==> config.mk <==
export PLATFORM = sky130hd
export DESIGN_NAME = l2_prefetcher
export DESIGN_NICKNAME = d
export VERILOG_FILES = /design/src/rtl/l2_prefetcher_pkg.sv /design/src/rtl/pf_sat_counter.sv /design/src/rtl/register.sv /design/src/rtl/l2_prefetcher.sv
export SDC_FILE = /design/constraint.sdc
export NUM_CORES = 1
export LEC_CHECK = 0
export ABC_AREA = 1
export CAP_MARGIN = 20
export CORE_AREA = 2 2 242 244
export CTS_BUF_LIST = sky130_fd_sc_hd__clkbuf_4
export DETAILED_ROUTE_END_ITERATION = 10
export DIE_AREA = 0 0 244 246
export PLACE_DENSITY = 0.55
export SLEW_MARGIN = 20
export SYNTH_ARGS = -nofsm -noshare
export SYNTH_HDL_FRONTEND = slang
export SYNTH_HIERARCHICAL = 1
export SYNTH_SLANG_ARGS = --single-unit
==> constraint.sdc <==
create_clock -name clk -period 2.6 [get_ports clk]
set_clock_uncertainty 0.1 [all_clocks]
set_input_delay 0.39 -clock clk [delete_from_list [all_inputs] [get_ports clk]]
set_output_delay 0.39 -clock clk [all_outputs]
set_load 0.005 [all_outputs]
==> src/rtl/l2_prefetcher_pkg.sv <==
// rtl/l2_prefetcher_pkg.sv - shared line-geometry constant and FSM state type for the L2 prefetcher
package l2_prefetcher_pkg;

  localparam int LINE_OFFSET_BITS = 5;

  typedef enum logic [1:0] {
    PF_EMPTY = 2'd0,
    PF_ISSUE = 2'd1,
    PF_VALID = 2'd2,
    PF_SERVE = 2'd3
  } pf_state_t;

endpackage

==> src/rtl/pf_sat_counter.sv <==
// rtl/pf_sat_counter.sv - event counter that sticks at all-ones
module pf_sat_counter #(
  parameter int CNT_WIDTH = 16
) (
  input  logic                 clk,
  input  logic                 reset,
  input  logic                 inc,
  output logic [CNT_WIDTH-1:0] count
);

  always_ff @(posedge clk) begin
    if (reset)
      count <= '0;
    else if (inc && !(&count))
      count <= count + 1'b1;
  end

endmodule

==> src/rtl/register.sv <==
// rtl/register.sv - loadable register with synchronous active-high clear
module register #(
  parameter int WIDTH = 32
) (
  input  logic             clk,
  input  logic             reset,
  input  logic             load,
  input  logic [WIDTH-1:0] d,
  output logic [WIDTH-1:0] q
);

  always_ff @(posedge clk) begin
    if (reset)
      q <= '0;
    else if (load)
      q <= d;
  end

endmodule

==> src/rtl/l2_prefetcher.sv <==
// rtl/l2_prefetcher.sv - next-line prefetcher answering L2 reads that hit its single line buffer
// Optional statistics counters are built only when PF_STATS_EN is defined.
module l2_prefetcher
  import l2_prefetcher_pkg::*;
#(
  parameter int ADDR_WIDTH  = 32,
  parameter int LINE_WIDTH  = 256,
  parameter int OFFSET_BITS = LINE_OFFSET_BITS,
  parameter int CNT_WIDTH   = 16
) (
  input  logic                  clk,
  input  logic                  reset,
  input  logic                  L2_read,
  input  logic                  L2_write,
  input  logic [ADDR_WIDTH-1:0] L2_addr,
  input  logic                  L2_arb_resp,
  output logic                  pf_resp,
  output logic [LINE_WIDTH-1:0] pf_rdata,
  output logic                  pre_read,
  output logic [ADDR_WIDTH-1:0] pre_addr,
  input  logic [LINE_WIDTH-1:0] arb_pre_rdata,
  input  logic                  arb_pre_resp,
  output logic [CNT_WIDTH-1:0]  pf_issue_cnt,
  output logic [CNT_WIDTH-1:0]  pf_hit_cnt
);

  localparam int TAG_W = ADDR_WIDTH - OFFSET_BITS;

  pf_state_t             state, next_state;
  logic                  stale, stale_next;
  logic                  addr_load, buf_load;
  logic [ADDR_WIDTH-1:0] addr_d;
  logic [TAG_W-1:0]      l2_tag, pre_tag;
  logic                  match, rd_match, wr_match, demand_miss;
  logic                  unused_offset;

  assign l2_tag        = L2_addr[ADDR_WIDTH-1:OFFSET_BITS];
  assign pre_tag       = pre_addr[ADDR_WIDTH-1:OFFSET_BITS];
  assign match         = (l2_tag == pre_tag);
  assign rd_match      = L2_read & match;
  assign wr_match      = L2_write & match;
  assign demand_miss   = L2_arb_resp & L2_read & ~match;
  assign unused_offset = ^L2_addr[OFFSET_BITS-1:0];

  // Line address only moves when entering ISSUE; the top line has no successor.
  always_comb begin
    next_state = state;
    stale_next = stale;
    addr_load  = 1'b0;
    addr_d     = pre_addr;
    buf_load   = 1'b0;
    case (state)
      PF_EMPTY: begin
        if (rd_match) begin
          next_state = PF_ISSUE;
        end else if (demand_miss && !(&l2_tag)) begin
          addr_load  = 1'b1;
          addr_d     = {l2_tag + TAG_W'(1), {OFFSET_BITS{1'b0}}};
          next_state = PF_ISSUE;
        end
      end
      PF_ISSUE: begin
        if (arb_pre_resp) begin
          buf_load = 1'b1;
          if (stale) begin
            stale_next = 1'b0;
            next_state = PF_EMPTY;
          end else if (rd_match) begin
            next_state = PF_SERVE;
          end else begin
            next_state = PF_VALID;
          end
        end else if (wr_match) begin
          stale_next = 1'b1;
        end
      end
      PF_VALID: begin
        if (wr_match) begin
          next_state = PF_EMPTY;
        end else if (rd_match) begin
          next_state = PF_SERVE;
        end else if (demand_miss && !(&l2_tag)) begin
          addr_load  = 1'b1;
          addr_d     = {l2_tag + TAG_W'(1), {OFFSET_BITS{1'b0}}};
          next_state = PF_ISSUE;
        end
      end
      PF_SERVE: begin
        if (&pre_tag) begin
          next_state = PF_VALID;
        end else begin
          addr_load  = 1'b1;
          addr_d     = {pre_tag + TAG_W'(1), {OFFSET_BITS{1'b0}}};
          next_state = PF_ISSUE;
        end
      end
      default: next_state = PF_EMPTY;
    endcase
  end

  always_ff @(posedge clk) begin
    if (reset) begin
      state    <= PF_EMPTY;
      stale    <= 1'b0;
      pre_read <= 1'b0;
      pf_resp  <= 1'b0;
    end else begin
      state    <= next_state;
      stale    <= stale_next;
      pre_read <= (next_state == PF_ISSUE);
      pf_resp  <= (next_state == PF_SERVE);
    end
  end

  register #(.WIDTH(ADDR_WIDTH)) u_pre_addr (
    .clk   (clk),
    .reset (reset),
    .load  (addr_load),
    .d     (addr_d),
    .q     (pre_addr)
  );

  register #(.WIDTH(LINE_WIDTH)) u_line_buf (
    .clk   (clk),
    .reset (reset),
    .load  (buf_load),
    .d     (arb_pre_rdata),
    .q     (pf_rdata)
  );

`ifdef PF_STATS_EN
  logic issue_inc, hit_inc;

  assign issue_inc = (next_state == PF_ISSUE) && (state != PF_ISSUE);
  assign hit_inc   = (state == PF_SERVE);

  pf_sat_counter #(.CNT_WIDTH(CNT_WIDTH)) u_issue_cnt (
    .clk   (clk),
    .reset (reset),
    .inc   (issue_inc),
    .count (pf_issue_cnt)
  );

  pf_sat_counter #(.CNT_WIDTH(CNT_WIDTH)) u_hit_cnt (
    .clk   (clk),
    .reset (reset),
    .inc   (hit_inc),
    .count (pf_hit_cnt)
  );
`else
  assign pf_issue_cnt = '0;
  assign pf_hit_cnt   = '0;
`endif

endmodule

==> results of run 1 <==
==> cells in the mapped netlist (2+ instances only) <==
cell / number
sky130_fd_sc_hd__nand3b_1: 4
sky130_fd_sc_hd__a21oi_2: 6
sky130_fd_sc_hd__nand3_2: 5
sky130_fd_sc_hd__clkbuf_8: 4
sky130_fd_sc_hd__o21ai_2: 4
sky130_fd_sc_hd__nand3_1: 43
sky130_fd_sc_hd__o21ai_1: 2
sky130_fd_sc_hd__o21ai_0: 16
sky130_fd_sc_hd__xnor2_1: 15
sky130_fd_sc_hd__ha_1: 2
sky130_fd_sc_hd__clkbuf_1: 3
sky130_fd_sc_hd__or2_2: 3
sky130_fd_sc_hd__a21oi_1: 12
sky130_fd_sc_hd__nand2_4: 3
sky130_fd_sc_hd__nand2_2: 5
sky130_fd_sc_hd__xor2_1: 14
sky130_fd_sc_hd__buf_4: 65
sky130_fd_sc_hd__nand4_1: 15
sky130_fd_sc_hd__nor2_4: 4
sky130_fd_sc_hd__nor4_1: 3
sky130_fd_sc_hd__buf_2: 13
sky130_fd_sc_hd__a31oi_1: 2
sky130_fd_sc_hd__dfxtp_1: 293
sky130_fd_sc_hd__buf_6: 49
sky130_fd_sc_hd__inv_2: 8
sky130_fd_sc_hd__inv_1: 364
sky130_fd_sc_hd__nor2_1: 635
sky130_fd_sc_hd__nor3_2: 2
sky130_fd_sc_hd__nand2_1: 758
sky130_fd_sc_hd__nor2_2: 4
sky130_fd_sc_hd__o211ai_1: 2
sky130_fd_sc_hd__nor3_1: 19
==> critical path: cells and delay by family (launching register included) <==
family                 cells  cell delay, ns
flip-flops                 1            0.43
buffers and inverters      2            0.72
==> final timing paths <==
check / start / to / slack [ns] / cells after the start
worst max register to register: u_pre_addr/q[8]$_SDFFE_PP0P_ / u_pre_addr/q[24]$_SDFFE_PP0P_ / 0.22 / 17
worst max-delay path: u_pre_addr/q[13]$_SDFFE_PP0P_ / pre_addr[13] / 0.17 / 2
worst min register to register: u_line_buf/q[0]$_SDFFE_PP0P_ / u_line_buf/q[0]$_SDFFE_PP0P_ / 0.37 / 2
worst min-delay path: arb_pre_rdata[90] / u_line_buf/q[90]$_SDFFE_PP0P_ / 0.11 / 5
==> state kept, by name, indices dropped and copies added, names as in the netlist <==
| signal | flops |
|---|---|
| pf_resp | 1 |
| pre_read | 1 |
| stale | 1 |
| state | 2 |
| u_line_buf/q | 256 |
| u_pre_addr/q | 32 |
==> cell families after synthesis <==
logic type | after synthesis | synth area share
compound gates | 49 | 0.02092
xor+xnor | 29 | 0.01685
fa+ha+maj | 2 | 0.001660
buf+inv | 508 | 0.1712
flops | 293 | 0.3892
other cells | 1 | 0.0002488
simple gates | 1510 | 0.3999
==> metal layers <==
layer | up-vias | track usage | part of all wire
met1 | 7160 | 0.2132 | 0.42
li1 | 8703 | - | -
met5 | - | 0 | 0.00073
met2 | 504 | 0.3013 | 0.47
met3 | 117 | 0.05861 | 0.078
met4 | 6 | 0.07550 | 0.033
==> cell type report <==
class                           instances  area (µm²)
Fill cell                            6001       32420
Inverter                              374        1420
Clock buffer                          119       893.4
Timing Repair Buffer                  891        8843
Clock inverter                         18       141.4
Antenna cell                            7       17.52
Multi-Input combinational cell       1622        6799
Tap cell                              765       957.2
Sequential cell                       293        5872
==> timing repair <==
action | 4_1_cts | 5_1_grt
setup endpoints to repair | 1 | 32
pin swaps | 0 | 1
hold buffers | 183 | 0
setup buffers | 0 | 2
resized for setup | 1 | 16
endpoints found under the hold margin | 183 | 0
==> power groups by stage <==
stage                     clock (mW)  sequential [mW]  combinational (mW)
final                           4.37             5.06                3.15
after global routing            4.85             5.10                3.47
after CTS                       4.60             5.06                3.16
after detailed placement           0             5.15                2.91
after global placement             0             5.14                2.91
after floorplan                    0             5.18                1.34
==> stage by stage <==
stage / hold slack [ns] / util / cells
6_report: 0.1096 / 0.4348 / 4089
5_1_grt: 0.02867 / 0.4348 / 4088
4_1_cts: 0.0001764 / 0.4332 / 4080
3_5_place_dp: 0.3611 / 0.3832 / 3760
3_3_place_gp: 0.3562 / 0.3832 / 3760
2_1_floorplan: 0.3612 / - / 2423
==> summary.md, run 1 <==
The logs give 41,500 µm for the HPWL after detailed placement and 11.44 nW for the leakage power total. The total via count after detailed routing was 16,490. The run gives 0 as the setup-violating endpoint count in the final report. Setup repair after global routing left no endpoint under its margin.

The first global-routing pass estimated 85,110 µm of wire. The proportion of power drawn by flip-flops and latches was 0.402. The tools report the register area share after synthesis as 0.3892.

The warning count from the yosys run is 6, and the signed area change from the synthesized netlist to the final layout is 65.51%. The top cell types in the final layout, fill and taps aside, are sky130_fd_sc_hd__nand2_1 (757), sky130_fd_sc_hd__nor2_1 (631), sky130_fd_sc_hd__clkdlybuf4s50_1 (578), sky130_fd_sc_hd__inv_1 (362), sky130_fd_sc_hd__dfxtp_1 (288). In the synthesized netlist, the number of instances is 2,392. Summed over all layers, the routed wires come to 56,510 µm. Entering global routing, the biggest net connects 88 pins.

The cell taking the most area after synthesis was sky130_fd_sc_hd__dfxtp_1. The most used flip-flop cell after synthesis is sky130_fd_sc_hd__dfxtp_1. By area the synthesized netlist is led by sky130_fd_sc_hd__dfxtp_1 (39%), sky130_fd_sc_hd__nand2_1 (19%), sky130_fd_sc_hd__nor2_1 (16%), sky130_fd_sc_hd__inv_1 (9.1%), sky130_fd_sc_hd__buf_6 (3.7%). TritonCTS sink count: 293. Routability-driven placement finished with a final weighted congestion of 0.8938. The async set-reset flop share out of synthesis was 0. Most common library cell in the layout ignoring fill and taps: sky130_fd_sc_hd__nand2_1.

The count of pins over their slew limit is 0. The maximum fanout count along the critical path works out to 5. The number of primary I/O pins is 616. The category of the most critical setup path was register to primary output. The net switching share of the total power is 0.2928, and the maximum clock frequency is 0.4115 GHz. Global routing finished with a remaining overflow of 0. In this run, the number of DRC markers left after iteration 0 of detailed routing was 668.

The tools report the post-route antenna net violation count as 0. In this run the clock root is driven by a sky130_fd_sc_hd__clkbuf_4. The run gives 15,070 µm² as the netlist area before placement. The run finished with clean final reports. After detailed routing, the number of vias per cell comes to 4.033. Averaged over all synthesized cells, the footprint is 6.300 µm².

The signal on the critical path passes through buf_4 > clkdlybuf4s50_1. The floorplan step set the die width to 244 µm. The instance area after placement is 21,980 µm².

Final hold violation count: 0. The highest-delay cell along the critical path was sky130_fd_sc_hd__clkdlybuf4s50_1. The run gives 47 as the number of distinct library cells after synthesis.

The worst setup path is captured at a primary output. Startpoint class of the critical path: a register. No sink is reached through more buffers than the 3 on the longest clock path. The vertical die dimension came out at 246 µm. For the total global-route track usage, the log shows 0.1807. In this run the power spent charging and discharging nets is 3.682 mW. The average routed wire per standard cell is 13.82 µm, and the total negative slack is 0 ns.

For the floorplan row count, the log shows 88. The floorplan step defined a die boundary enclosing 60,020 µm². The post-layout instance area is 24,940 µm².

Internal power summed over all cells: 8.895 mW. The tools report the floorplan core area as 57,370 µm². In the final design database the tool counted 3,567 nets. The fraction of final layout cells sized beyond drive strength 1 was 0.09738.

Via count of the first global-routing pass: 15,550. The clock insertion delay at the later pin of the skew report is 0.79 ns, and the clock transition at the register clock pins on the worst setup and hold paths after CTS is 0.06 ns. For the combinational cell fraction of total power, the log shows 0.250. The power per unit of standard cell area came out at 504.2 nW/µm².

Least setup slack across all paths after layout: 0.1699 ns. The number of max-cap violations was 0. The share of the clock period used by the worst path after layout was 0.9347; the starting utilization of the core area was 0.2627. The post-detailed-route DRC marker count was 0; the worst setup slack after placement was -0.3139 ns.

Data required time at the worst endpoint: 2.11 ns. The initial antenna violation count was 8; the part of the total power dissipated in the clock network was 0.348. The tightest min-delay check is of the primary input to register type. The number of enable flip-flop cells after synthesis was 0. At the worst endpoint, the arrival time is 1.94 ns. The number of buffers inserted during clock tree synthesis is 89, and the delay of the slowest critical-path stage is 0.53 ns.

The portion of synthesized cell area occupied by the leading cell type was 0.3892; the worst IR drop on VDD was 0.0003039 V. TritonCTS built the clock tree. The clock period could shrink to 2.430 ns.

Before antenna repair, the detailed router went through 4 iterations. In this run the tool buffered the top-level ports with 578 buffer cells. The run gives 12.58 mW as the total power.

The register bit count reported by yosys was 293. CTS built an H-tree with a depth of 3.
(Power assumes the default switching activity.)
==> run 2: changes to the inputs <==
--- a/config.mk
+++ b/config.mk
@@ -12,7 +12,6 @@
 export DETAILED_ROUTE_END_ITERATION = 10
 export DIE_AREA = 0 0 244 246
 export PLACE_DENSITY = 0.55
-export SLEW_MARGIN = 20
 export SYNTH_ARGS = -nofsm -noshare
 export SYNTH_HDL_FRONTEND = slang
 export SYNTH_HIERARCHICAL = 1
==> results of run 2 <==
Same layout as run 1: the final DEF is identical, and so are final timing and power.
==> run 3: changes to the inputs <==
--- a/config.mk
+++ b/config.mk
@@ -11,6 +11,7 @@
 export CTS_BUF_LIST = sky130_fd_sc_hd__clkbuf_4
 export DETAILED_ROUTE_END_ITERATION = 10
 export DIE_AREA = 0 0 244 246
+export MAX_ROUTING_LAYER = met4
 export PLACE_DENSITY = 0.55
 export SYNTH_ARGS = -nofsm -noshare
 export SYNTH_HDL_FRONTEND = slang
==> run 3 against run 2 <==
Net effect: total power increased by 2.1%; register-to-register slack improved by 0.06 ns; count of clock-buffer cells in the layout increased by 11; final cell count increased by 0.44%; sequential power about the same; global-route usage increased by 0.69 points; cell area increased by 0.38%; wire length increased by 0.49%; sequential cell count unchanged; via count decreased by 0.32%; setup slack got worse by 0.054 ns; critical endpoint unchanged; highest routed layer is now met4.
==> summary.md, run 3 (synthesis results as in run 1) <==
The run finished with clean final reports. Measured along the y axis, the die boundary spans 246 µm. The tools report the data required time at the worst endpoint as 2.11 ns.

In this run the core area contains 88 standard-cell rows. The average routed wire per standard cell is 13.83 µm. The worst register-to-register path begins at u_pre_addr/q[5]$_SDFFE_PP0P_. The logs give 5 for the count of TritonRoute iterations in the first routing pass and 0.4025 GHz for the maximum clock frequency.

The fraction of final layout cells sized beyond drive strength 1 works out to 0.1008. The depth of the worst register-to-register path was 16; the pin count of the biggest net entering global routing was 73. The tools report the critical register-to-register path endpoint as u_pre_addr/q[28]$_SDFFE_PP0P_.

Summed over all cells, the static leakage comes to 11.49 nW. For the area taken by multi-input logic gates, the log shows 6789 µm². The clock root buffer master was sky130_fd_sc_hd__clkbuf_4. The run gives 0.2627 as the starting utilization of the core area.

STA classifies the critical path startpoint as a register. After clock tree synthesis, the clock-pin slew on the worst setup and hold paths is 0.06 ns. Using the TritonRoute via totals, the vias-per-cell ratio works out to 4.002.

The total global-route track usage is 0.1876, and the via count of the first global-routing pass is 15,600. The worst path meets setup with 0.1156 ns of slack. The overall routed net length is 56,790 µm.

The register with the most flip-flops in the layout has 256 of them. The die covers 60,020 µm². The later pin in the worst-skew pair is clocked with a latency of 0.80 ns. The area occupied by registers came out at 5868 µm². For this run, the post-layout net count is 3,563. Power per unit of standard cell area: 513.0 nW/µm².

Setup violations remaining at the end of the flow were counted as 0. The routed design uses 26,520 µm of met2 wire. The final cell count without fillers was 4,107. The tightest min-delay check is of the primary input to register type. After detailed routing, the wire length on met1 is 24,520 µm. For flop-to-flop paths, the worst setup slack is 0.28 ns.

The HPWL after detailed placement was 42,240 µm. In this run the worst path has a maximum fanout of 5. In the layout the commonest cells are sky130_fd_sc_hd__nand2_1 (758), sky130_fd_sc_hd__nor2_1 (631), sky130_fd_sc_hd__clkdlybuf4s50_1 (578), sky130_fd_sc_hd__inv_1 (363), sky130_fd_sc_hd__dfxtp_1 (291). Compared with the post-synthesis result, the final layout area differs by 66.14%.

For the number of buffers inserted during clock tree synthesis, the log shows 89. The top metal layer carrying routed signals is met4. The tools report the initial antenna violation count as 6. The detail route stage leaves a number of antenna-violating nets equal to 0. For hold timing, the worst endpoint is u_line_buf/q[120]$_SDFFE_PP0P_. STA classifies the critical path endpoint as a primary output. Time the final worst path needs with I/O delays and setup: 2.484 ns.

OpenSTA, run right after detailed placement, puts the worst setup slack at -0.3123 ns. For the number of max-cap violations, the log shows 0. Detailed routing inserted a total of 16,440 vias. Along the worst hold path, the cell count comes to 5. STA puts the critical path data arrival time at 1.99 ns. The clock net in this run drives a total of 293 sinks. In the final timing run, aggregate negative setup slack is 0 ns. The final-layout fill cell count was 6,036; the width of the chip was 244 µm. The tools report the count of pins over their slew limit as 0. The remaining global-route overflow is 0.

TritonCTS built the clock tree. VDD sags by at most 0.0003338 V. The setup path with the least slack is of type register to primary output. The tools report the number of placed instances with taps included as 3,768.

The share of the clock period used by the worst path after layout came out at 0.9556. The logs give 692 for the count of routing violations after the opening detailed-route iteration and 616 for the number of primary I/O pins. The floorplan core area came out at 57,370 µm². The run gives 3 as the maximum clock insertion buffer count. During placement, the flow inserted port buffers numbering 578.

For the final hold violation count, the log shows 0. The largest registers in the layout are u_line_buf/q x256, u_pre_addr/q x32, state x2. The most common library cell in the layout ignoring fill and taps is sky130_fd_sc_hd__nand2_1. Routability-driven placement finished with a final weighted congestion of 0.9131. In the detailed route, the total length drawn on met3 is 4115 µm. The first global-routing pass estimated 86,060 µm of wire. The post-detailed-route DRC marker count came out at 0. The register with the most flip-flops in the final layout is u_line_buf/q. The clock tree synthesis step divided the H-tree into 3 levels. Worst min-delay path startpoint: arb_pre_rdata[120].

After layout, the design draws a total of 12.84 mW.
-- run 3: cell types whose count changed in the layout (fill, tap and decap cells not counted), moves of 2 or more --
cell	delta
sky130_fd_sc_hd__dlygate4sd3_1	-11
sky130_fd_sc_hd__clkinv_1	+10
sky130_fd_sc_hd__clkbuf_4	+11
sky130_fd_sc_hd__dfxtp_1	+3
sky130_fd_sc_hd__buf_12	+4
sky130_fd_sc_hd__diode_2	+2
sky130_fd_sc_hd__dfxtp_2	-3
sky130_fd_sc_hd__buf_4	+3
-- run 3: timing repair --
item	4_1_cts	5_1_grt
hold buffers	172	0
setup buffers	0	1
endpoints found under the setup margin	0	27
resized for setup	0	11
hold endpoints to repair	172	0
-- run 3: through the flow --
step             util  hold slack, ns  cell area, µm²
2_1_floorplan       -          0.3612           15190
3_3_place_gp   0.3852          0.3548           22090
3_5_place_dp   0.3852          0.3611           22090
4_1_cts        0.4352       0.0002195           24970
5_1_grt        0.4364         0.03902           25040
6_report       0.4365          0.1121           25040
-- run 3: worst max-delay path by stage --
stage	from	to	cells past startpoint
detailed placement	L2_addr[6]	u_pre_addr/q[29]$_SDFFE_PP0P_	21
floorplan	L2_addr[5]	u_pre_addr/q[13]$_SDFFE_PP0P_	15
finish	u_pre_addr/q[13]$_SDFFE_PP0P_	pre_addr[13]	2
global placement	L2_addr[5]	u_pre_addr/q[24]$_SDFFE_PP0P_	21
CTS	u_pre_addr/q[13]$_SDFFE_PP0P_	pre_addr[13]	2
global route	u_pre_addr/q[13]$_SDFFE_PP0P_	pre_addr[13]	2
-- run 3: power by group --
| part | switching (mW) | total [mW] | internal [mW] |
|---|---|---|---|
| Combinational | 1.38 | 3.15 | 1.76 |
| Sequential | 0.219 | 5.06 | 4.84 |
| Clock | 2.15 | 4.63 | 2.49 |
-- run 3: cell type report --
cell class | count | area share
Timing Repair Buffer | 887 | 0.3529
Multi-Input combinational cell | 1622 | 0.2711
Inverter | 374 | 0.05657
Sequential cell | 293 | 0.2344
Antenna cell | 9 | 0.0008995
Clock buffer | 130 | 0.03898
Clock inverter | 27 | 0.006946
Tap cell | 765 | 0.03823
-- run 3: critical path, cell delays in order (launching register included) --
cell,delay [ns]
sky130_fd_sc_hd__dfxtp_1,0.47
sky130_fd_sc_hd__buf_4,0.20
sky130_fd_sc_hd__clkdlybuf4s50_1,0.53
-- run 3: layer usage --
layer | global-route usage | vias to the layer above
li1 | - | 8710
met1 | 0.2168 | 7133
met2 | 0.3069 | 504
met3 | 0.05817 | 90
met4 | 0.06654 | 0
met5 | - | -
